`config.mk`:
```
export PLATFORM = sky130hd
export DESIGN_NAME = fifo_memory
export DESIGN_NICKNAME = d
export VERILOG_FILES = /design/src/rtl/fifo_memory.sv
export SDC_FILE = /design/constraint.sdc
export NUM_CORES = 1
export LEC_CHECK = 0
export ABC_CLOCK_PERIOD_IN_PS = 4130
export CORE_MARGIN = 2
export CORE_UTILIZATION = 25
export DETAILED_ROUTE_END_ITERATION = 8
export PLACE_DENSITY = 0.41
export SLEW_MARGIN = 20
export SYNTH_ARGS = -nofsm -noshare
export SYNTH_HDL_FRONTEND = slang
export SYNTH_SLANG_ARGS = --single-unit
```
`constraint.sdc`:
```
create_clock -name clk -period 4.13 [get_ports clk]
set_clock_uncertainty 0.05 [all_clocks]
set_input_delay 1.239 -clock clk [delete_from_list [all_inputs] [get_ports clk]]
set_output_delay 1.239 -clock clk [all_outputs]
set_load 0.005 [all_outputs]
```
`src/rtl/fifo_memory.sv`:
```
// Synchronous FIFO on a register-array memory with occupancy count, status flags and error pulses.
// Latency: one clock from an accepted pop to data_out; flags follow count with no extra delay.
// Backpressure: a push while full is rejected (overflow pulse) unless a pop frees a slot on the
//   same edge; a pop while empty is rejected (underflow pulse) and data_out holds.
//
// Ports:
//   clk          rising-edge clock
//   rst          synchronous reset, active-high; wins over we/re
//   we, data_in  push request and write word
//   re           pop request
//   data_out     registered read word, updated only on an accepted pop
//   count        stored words, 0..DEPTH
//   empty/full/almost_full  combinational decodes of count
//   overflow/underflow      one-cycle pulses for rejected push/pop
module fifo_memory #(
  parameter int WIDTH    = 8,
  parameter int ADDR_W   = 2,
  parameter int AF_LEVEL = 3
) (
  input  logic              clk,
  input  logic              rst,
  input  logic              we,
  input  logic              re,
  input  logic [WIDTH-1:0]  data_in,
  output logic [WIDTH-1:0]  data_out,
  output logic [ADDR_W:0]   count,
  output logic              empty,
  output logic              full,
  output logic              almost_full,
  output logic              overflow,
  output logic              underflow
);

  localparam int DEPTH = 1 << ADDR_W;
  localparam logic [ADDR_W:0] DEPTH_CNT = (ADDR_W+1)'(DEPTH);
  localparam logic [ADDR_W:0] AF_CNT    = (ADDR_W+1)'(AF_LEVEL);

  logic [WIDTH-1:0]  mem [DEPTH];
  logic [ADDR_W-1:0] wr_ptr;
  logic [ADDR_W-1:0] rd_ptr;
  logic              push_ok;
  logic              pop_ok;

  assign empty       = (count == '0);
  assign full        = (count == DEPTH_CNT);
  assign almost_full = (count >= AF_CNT);

  // A pop on the same edge frees the head slot, so a full FIFO can still take a push.
  // When empty, the pop is rejected even if a push lands on the same edge (no fall-through).
  assign push_ok = we & (~full | re);
  assign pop_ok  = re & ~empty;

  // Storage is deliberately not reset; stale words are unreachable once the pointers clear.
  always_ff @(posedge clk) begin
    if (push_ok && !rst) begin
      mem[wr_ptr] <= data_in;
    end
  end

  always_ff @(posedge clk) begin
    if (rst) begin
      wr_ptr    <= '0;
      rd_ptr    <= '0;
      count     <= '0;
      data_out  <= '0;
      overflow  <= 1'b0;
      underflow <= 1'b0;
    end else begin
      overflow  <= we & full & ~re;
      underflow <= re & empty;

      // Pointers wrap naturally at DEPTH since they are exactly ADDR_W bits wide.
      if (push_ok) begin
        wr_ptr <= wr_ptr + 1'b1;
      end
      if (pop_ok) begin
        rd_ptr   <= rd_ptr + 1'b1;
        data_out <= mem[rd_ptr];
      end

      case ({push_ok, pop_ok})
        2'b10:   count <= count + 1'b1;
        2'b01:   count <= count - 1'b1;
        default: count <= count;
      endcase
    end
  end

endmodule

```
==> flow_summary_export.csv, run 1 <==
group,metric,value,unit
place,hpwl,2470,um
power,power-per-cell-area,535,mW/mm2
yosys,synth_area_per_cell,14.4,um2
flow_run,drv_cap,0,
finish,final_util,31.8,%
routing,wl_per_cell,13.6,um
yosys,synth_common_cells,"edfxtp_1, dfxtp_1, nand2_1",
yosys,ys_ff_latch,49,
global_routing,grt_pass1_vias,1125,
timing,final_hold_viol_count,0,
global_routing,grt_max_degree,18,
worst_hold_path,holdCritPathClass,"flop to flop",
yosys,synthesis.instances,134,
yosys,synth_area,0.00193,mm2
yosys,synth_most_common_cell,"edfxtp_1",
finish,antenna_cells,0,
yosys,synth_warnings,0,
cts,htree_num_levels,2,
floorplan,core_region_area,0.00761,mm2
routing,post_drt_via_cell_ratio,4.13,
cts,cts_sinks,49,
cts,cts_tree,"yes",
timing,tns,0,ps
place,dp_worst_setup_slack,411,ps
finish,fillers,775,
routing,wirelength,3620,um
finish,fin_nets,182,
global_routing,track_usage,9.43,%
setup_path,critPathLaunchType,"input port",
yosys,ys.flop_type,"edfxtp_1",
timing,setup_ws,700,ps
cts,cts_buffers,5,
finish,area_growth,25.6,%
cts,cts_max_path_buffers,2,
timing,worstMarginPinSlew,644,ps
yosys,yosys-top-cells-area,"edfxtp_1, dfxtp_1, mux4_2",
place,routabilityCongestion,0.666,
yosys,synth_nets,152,
floorplan,rows,32,
yosys,synth_top_area_share,49.8,%
timing,clock.fmax,292,MHz
finish,layout.cells.non_filler,267,
global_routing,antenna_found_initial,0,
timing,min_period,3430,ps
setup_path,arrival,3610,ps
setup_path,cp-end-kind,"flop",
cts,clkLatencyLatePin,300,ps
setup_path,cp_data_required_time,4310,ps
power,leakagePower,0.807,nW
routing,detail-route-antenna-nets,0,
finish,register_area,0.00130,mm2
floorplan,dieArea,0.00843,mm2
setup_path,path_cells,"clkdlybuf4s50_1 > or4b_1 > nand2_1 > ha_1 > inv_1 > fa_1 > xor2_1 > or3_1 > a21oi_1",
power,peakVddDrop,0.000202,V
cts,root_buffer,"clkbuf_8",
routing,drtPass1Iterations,4,
setup_path,path_class,"input port to flop",
cts,post_cts_resized,0,
yosys,synth_edf_count,32,
finish,multi_input_comb_area,574,um2
cts,cts.clk_slew.worst_paths,90,ps
floorplan,die-width,91.8,um
yosys,async_reset_ff_share,0,%
setup_path,cp_max_fo,7,
cts,cts_hold_buffers,0,
timing,finalCritPeriodShare,83.1,%
yosys,yosysTopAreaCell,"edfxtp_1",
setup_path,max_stage_delay,600,ps
place,place_inst,259,
yosys,ys_types,27,
timing,drv_slew,0,
finish,drive_gt1_share,12.1,%
yosys,synth_seq_area_share,67.5,%
routing,drcViolationCount,0,
timing,rsz0062_at_grt,"false",
place,io_buffers,27,
global_routing,grt_pass1_wl,6010,um
power,power,1.30,mW
cts,post_cts_buffers,0,
floorplan,initial_core_util,25.3,%
floorplan,ios,28,
timing,max_slew_margin,57.0,%
routing,vias,1103,
floorplan,die_h,91.8,um
outcome,status,"finished clean",
routing,drtIter0Drc,72,
global_routing,overflow,0,
setup_path,cp_slowest_cell,"or4b_1",
timing,setup_violations,0,
[stage by stage]
| stage | hold WS [ps] | instance area, um2 |
|---|---|---|
| 2_1_floorplan | 403 | 1930 |
| 3_3_place_gp | 397 | 2310 |
| 3_5_place_dp | 399 | 2310 |
| 4_1_cts | 412 | 2420 |
| 5_1_grt | 428 | 2420 |
| 6_report | 406 | 2420 |
[worst paths after layout]
check | start | to | slack (ps) | depth (start not counted)
min reg2reg | data_out[6] | data_out[6] | 410 | 2
min | data_out[6] | data_out[6] | 410 | 2
max | re | count[2] | 700 | 9
max reg2reg | count[0] | count[2] | 1610 | 8
[registers in the layout (all words and copies together) (netlist names)]
name / flops
underflow: 1
overflow: 1
data_out: 8
rd_ptr: 2
mem: 32
wr_ptr: 2
count: 3
[area by class of cell]
class / count / area share (%)
timing repair buffer: 29 / 11.8
multi-input combinational: 72 / 23.7
inverter: 7 / 1.08
sequential: 49 / 53.7
clock buffer: 6 / 3.00
tap: 102 / 5.27
clock inverter: 2 / 1.45
[report_power, final]
| group | internal [mW] | switching [mW] | leakage [nW] |
|---|---|---|---|
| sequential | 0.573 | 0.0588 | 0.430 |
| combinational | 0.191 | 0.140 | 0.322 |
| clock | 0.180 | 0.155 | 0.0552 |
[critical path: cells and delay by family]
kind,cells,cell delay [ps]
XOR/XNOR,1,150
AND/OR/NAND/NOR,3,1030
AO/OA/AOI/OAI,1,150
buffers and inverters,2,480
adder cells (fa/ha/maj),2,560
[layer usage]
layer	GRT usage (%)	wire, um
met5	0	0
met4	4.10	65
met3	2.96	148
met2	14.1	1730
met1	12.6	1680
[layout by cell type (no fill, tap or decap), types with 2 or more instances in the layout]
master           Yosys  final
a21o_1               3      3
a21oi_1             11     11
a21oi_2              2      2
and2_1               4      4
buf_4                0      2
clkbuf_8             0      5
clkdlybuf4s50_1      0     27
dfxtp_1             17     17
edfxtp_1            32     32
ha_1                 5      5
inv_1                6      6
mux4_2               8      8
nand2_1             17     17
nand3_1              2      2
nor2_1               5      5
o21ai_0              2      2
or3_1                2      2
xor2_1               2      2
[kinds of logic after synthesis]
logic type	count (synthesis)	share of synthesized area, %
DFF	49	67.5
xor gates and xnor gates	3	1.36
muxes	8	9.34
adders and majority gates	6	4.28
AOI/OAI and AO/OA	19	5.84
and+or+nand+nor	36	8.96
buffers and inverters	13	2.72
No activity file was read; power rests on OpenSTA's default activity.
==> inputs of run 2 (changes only) <==
--- a/config.mk
+++ b/config.mk
@@ -5,7 +5,7 @@
 export SDC_FILE = /design/constraint.sdc
 export NUM_CORES = 1
 export LEC_CHECK = 0
-export ABC_CLOCK_PERIOD_IN_PS = 4130
+export ABC_CLOCK_PERIOD_IN_PS = 3200
 export CORE_MARGIN = 2
 export CORE_UTILIZATION = 25
 export DETAILED_ROUTE_END_ITERATION = 8
==> constraint.sdc (replaced) <==
create_clock -name clk -period 3.2 [get_ports clk]
set_clock_uncertainty 0.05 [all_clocks]
set_input_delay 0.96 -clock clk [delete_from_list [all_inputs] [get_ports clk]]
set_output_delay 0.96 -clock clk [all_outputs]
set_load 0.005 [all_outputs]
==> flow_summary_export.csv, run 2 (synthesized netlist as in run 1, its figures left out) <==
group,metric,value,unit
outcome,status,"finished clean",
routing,detail-route-antenna-nets,0,
global_routing,antenna_found_initial,0,
setup_path,cp_slowest_cell,"or4b_1",
floorplan,ios,28,
global_routing,grt_max_degree,17,
setup_path,path_cells,"clkdlybuf4s50_1 > or4b_1 > nand2_1 > ha_1 > inv_1 > fa_1 > xor2_1 > or3_1 > a21oi_1",
routing,vias,1128,
finish,mostFrequentLayoutCell,"edfxtp_1",
setup_path,cp_max_fo,2,
power,power-per-cell-area,664,mW/mm2
setup_path,rr_worst_depth,8,
finish,register_area,0.00130,mm2
flow_run,drv_cap,0,
power,power,1.62,mW
setup_path,arrival,3190,ps
setup_path,cp-end-kind,"flop",
place,placed_area,0.00234,mm2
finish,drive_gt1_share,14.2,%
finish,top_register,"mem",
global_routing,track_usage,9.33,%
timing,max_slew_margin,55.4,%
finish,top_regs,"mem x32, data_out x8, count x3",
finish,antenna_cells,0,
timing,finalCritPeriodShare,93.7,%
timing,tns,0,ps
routing,drcViolationCount,0,
setup_path,max_stage_delay,510,ps
finish,fillers,771,
finish,fin_nets,186,
setup_path,critPathLaunchType,"input port",
timing,clock.fmax,333,MHz
routing,drtPass1Iterations,4,
cts,root_buffer,"clkbuf_8",
setup_path,r2r-start,"count[0]",
place,routabilityCongestion,0.672,
setup_path,timing.rr.end,"count[2]",
finish,layout_common_cells,"edfxtp_1, clkdlybuf4s50_1, nand2_1, dfxtp_1, a21oi_1",
finish,area_growth,26.2,%
floorplan,dieArea,0.00843,mm2
finish,multi_input_comb_area,574,um2
floorplan,die_h,91.8,um
timing,drv_slew,0,
setup_path,path_class,"input port to flop",
cts,htree_num_levels,2,
cts,cts.clk_slew.worst_paths,90,ps
cts,post_cts_buffers,0,
setup_path,crit_start,"re",
global_routing,grt_pass1_vias,1105,
power,leakagePower,0.813,nW
routing,wl_per_cell,13.5,um
routing,drtIter0Drc,45,
cts,cts_tree,"yes",
routing,post_drt_via_cell_ratio,4.16,
cts,post_cts_resized,0,
setup_path,cp-endpoint,"count[2]",
timing,worstMarginPinSlew,668,ps
cts,cts_buffers,5,
timing,rsz0062_at_grt,"false",
floorplan,die-width,91.8,um
cts,clkLatencyLatePin,300,ps
global_routing,overflow,0,
finish,largest_register_ffs,32,
cts,cts_hold_buffers,0,
global_routing,grt_pass1_wl,5830,um
setup_path,cp_data_required_time,3390,ps
worst_hold_path,holdCritPathClass,"flop to flop",
timing,setup_violations,0,
timing,min_period,3000,ps
place,io_buffers,27,
floorplan,initial_core_util,25.3,%
floorplan,core_region_area,0.00761,mm2
cts,cts_max_path_buffers,2,
cts,cts_sinks,49,
place,hpwl,2500,um
power,peakVddDrop,0.000183,V
setup_path,r2r_setup_slack,840,ps
finish,final_util,32.0,%
timing,final_hold_viol_count,0,
finish,fin_area,0.00243,mm2
floorplan,rows,32,
routing,wirelength,3660,um
-- run 2: cell types whose count changed in the layout (fill, tap and decap cells not counted) --
cell and change:
clkinv_4 +1, buf_4 +4, clkinv_2 -1, bufinv_16 -1, clkinvlp_4 +1
-- run 2: worst min-delay path by stage --
stage	endpoint	from	slack, ps	cells after the start
after floorplan	data_out[0]	data_out[0]	400	2
after global placement	data_out[3]	data_out[3]	400	2
after detailed placement	data_out[3]	data_out[3]	400	2
after CTS	data_out[3]	data_out[3]	410	2
after global routing	data_out[7]	data_out[7]	430	2
final	data_out[3]	data_out[3]	410	2
-- run 2: layout make-up --
class,count,share of cell area [%]
multi-input cells,72,23.6
well taps,102,5.24
clock buffers,6,2.98
clock inverters,2,0.668
flip-flops and latches,49,53.5
repair buffers,33,13.0
inverters,7,1.08
-- run 2: critical path: cells and delay by family --
| kind | cells | cell delay [ps] |
|---|---|---|
| compound gates | 1 | 130 |
| xor+xnor | 1 | 160 |
| buf+inv | 2 | 480 |
| fa+ha+maj | 2 | 540 |
| simple gates | 3 | 910 |
-- run 2: report_power, final --
group / switching (mW) / internal [mW]
clock: 0.202 / 0.156
combinational: 0.181 / 0.258
sequential: 0.0785 / 0.739
total: 0.462 / 1.15
-- run 2: metal layers --
metal,vias to the layer above,GRT usage (%),part of all wire [%]
li1,545,-,-
met1,556,11.8,47
met2,20,15.0,47
met3,7,2.96,3.4
met4,0,3.36,1.7
met5,-,0,0
-- run 2: through the flow --
| step | hold slack [ps] | setup slack, ps | std cells |
|---|---|---|---|
| 2_1_floorplan | 403 | 306 | 134 |
| 3_3_place_gp | 396 | -27.9 | 263 |
| 3_5_place_dp | 398 | -102 | 263 |
| 4_1_cts | 411 | 206 | 271 |
| 5_1_grt | 431 | 81.2 | 271 |
| 6_report | 408 | 200 | 271 |
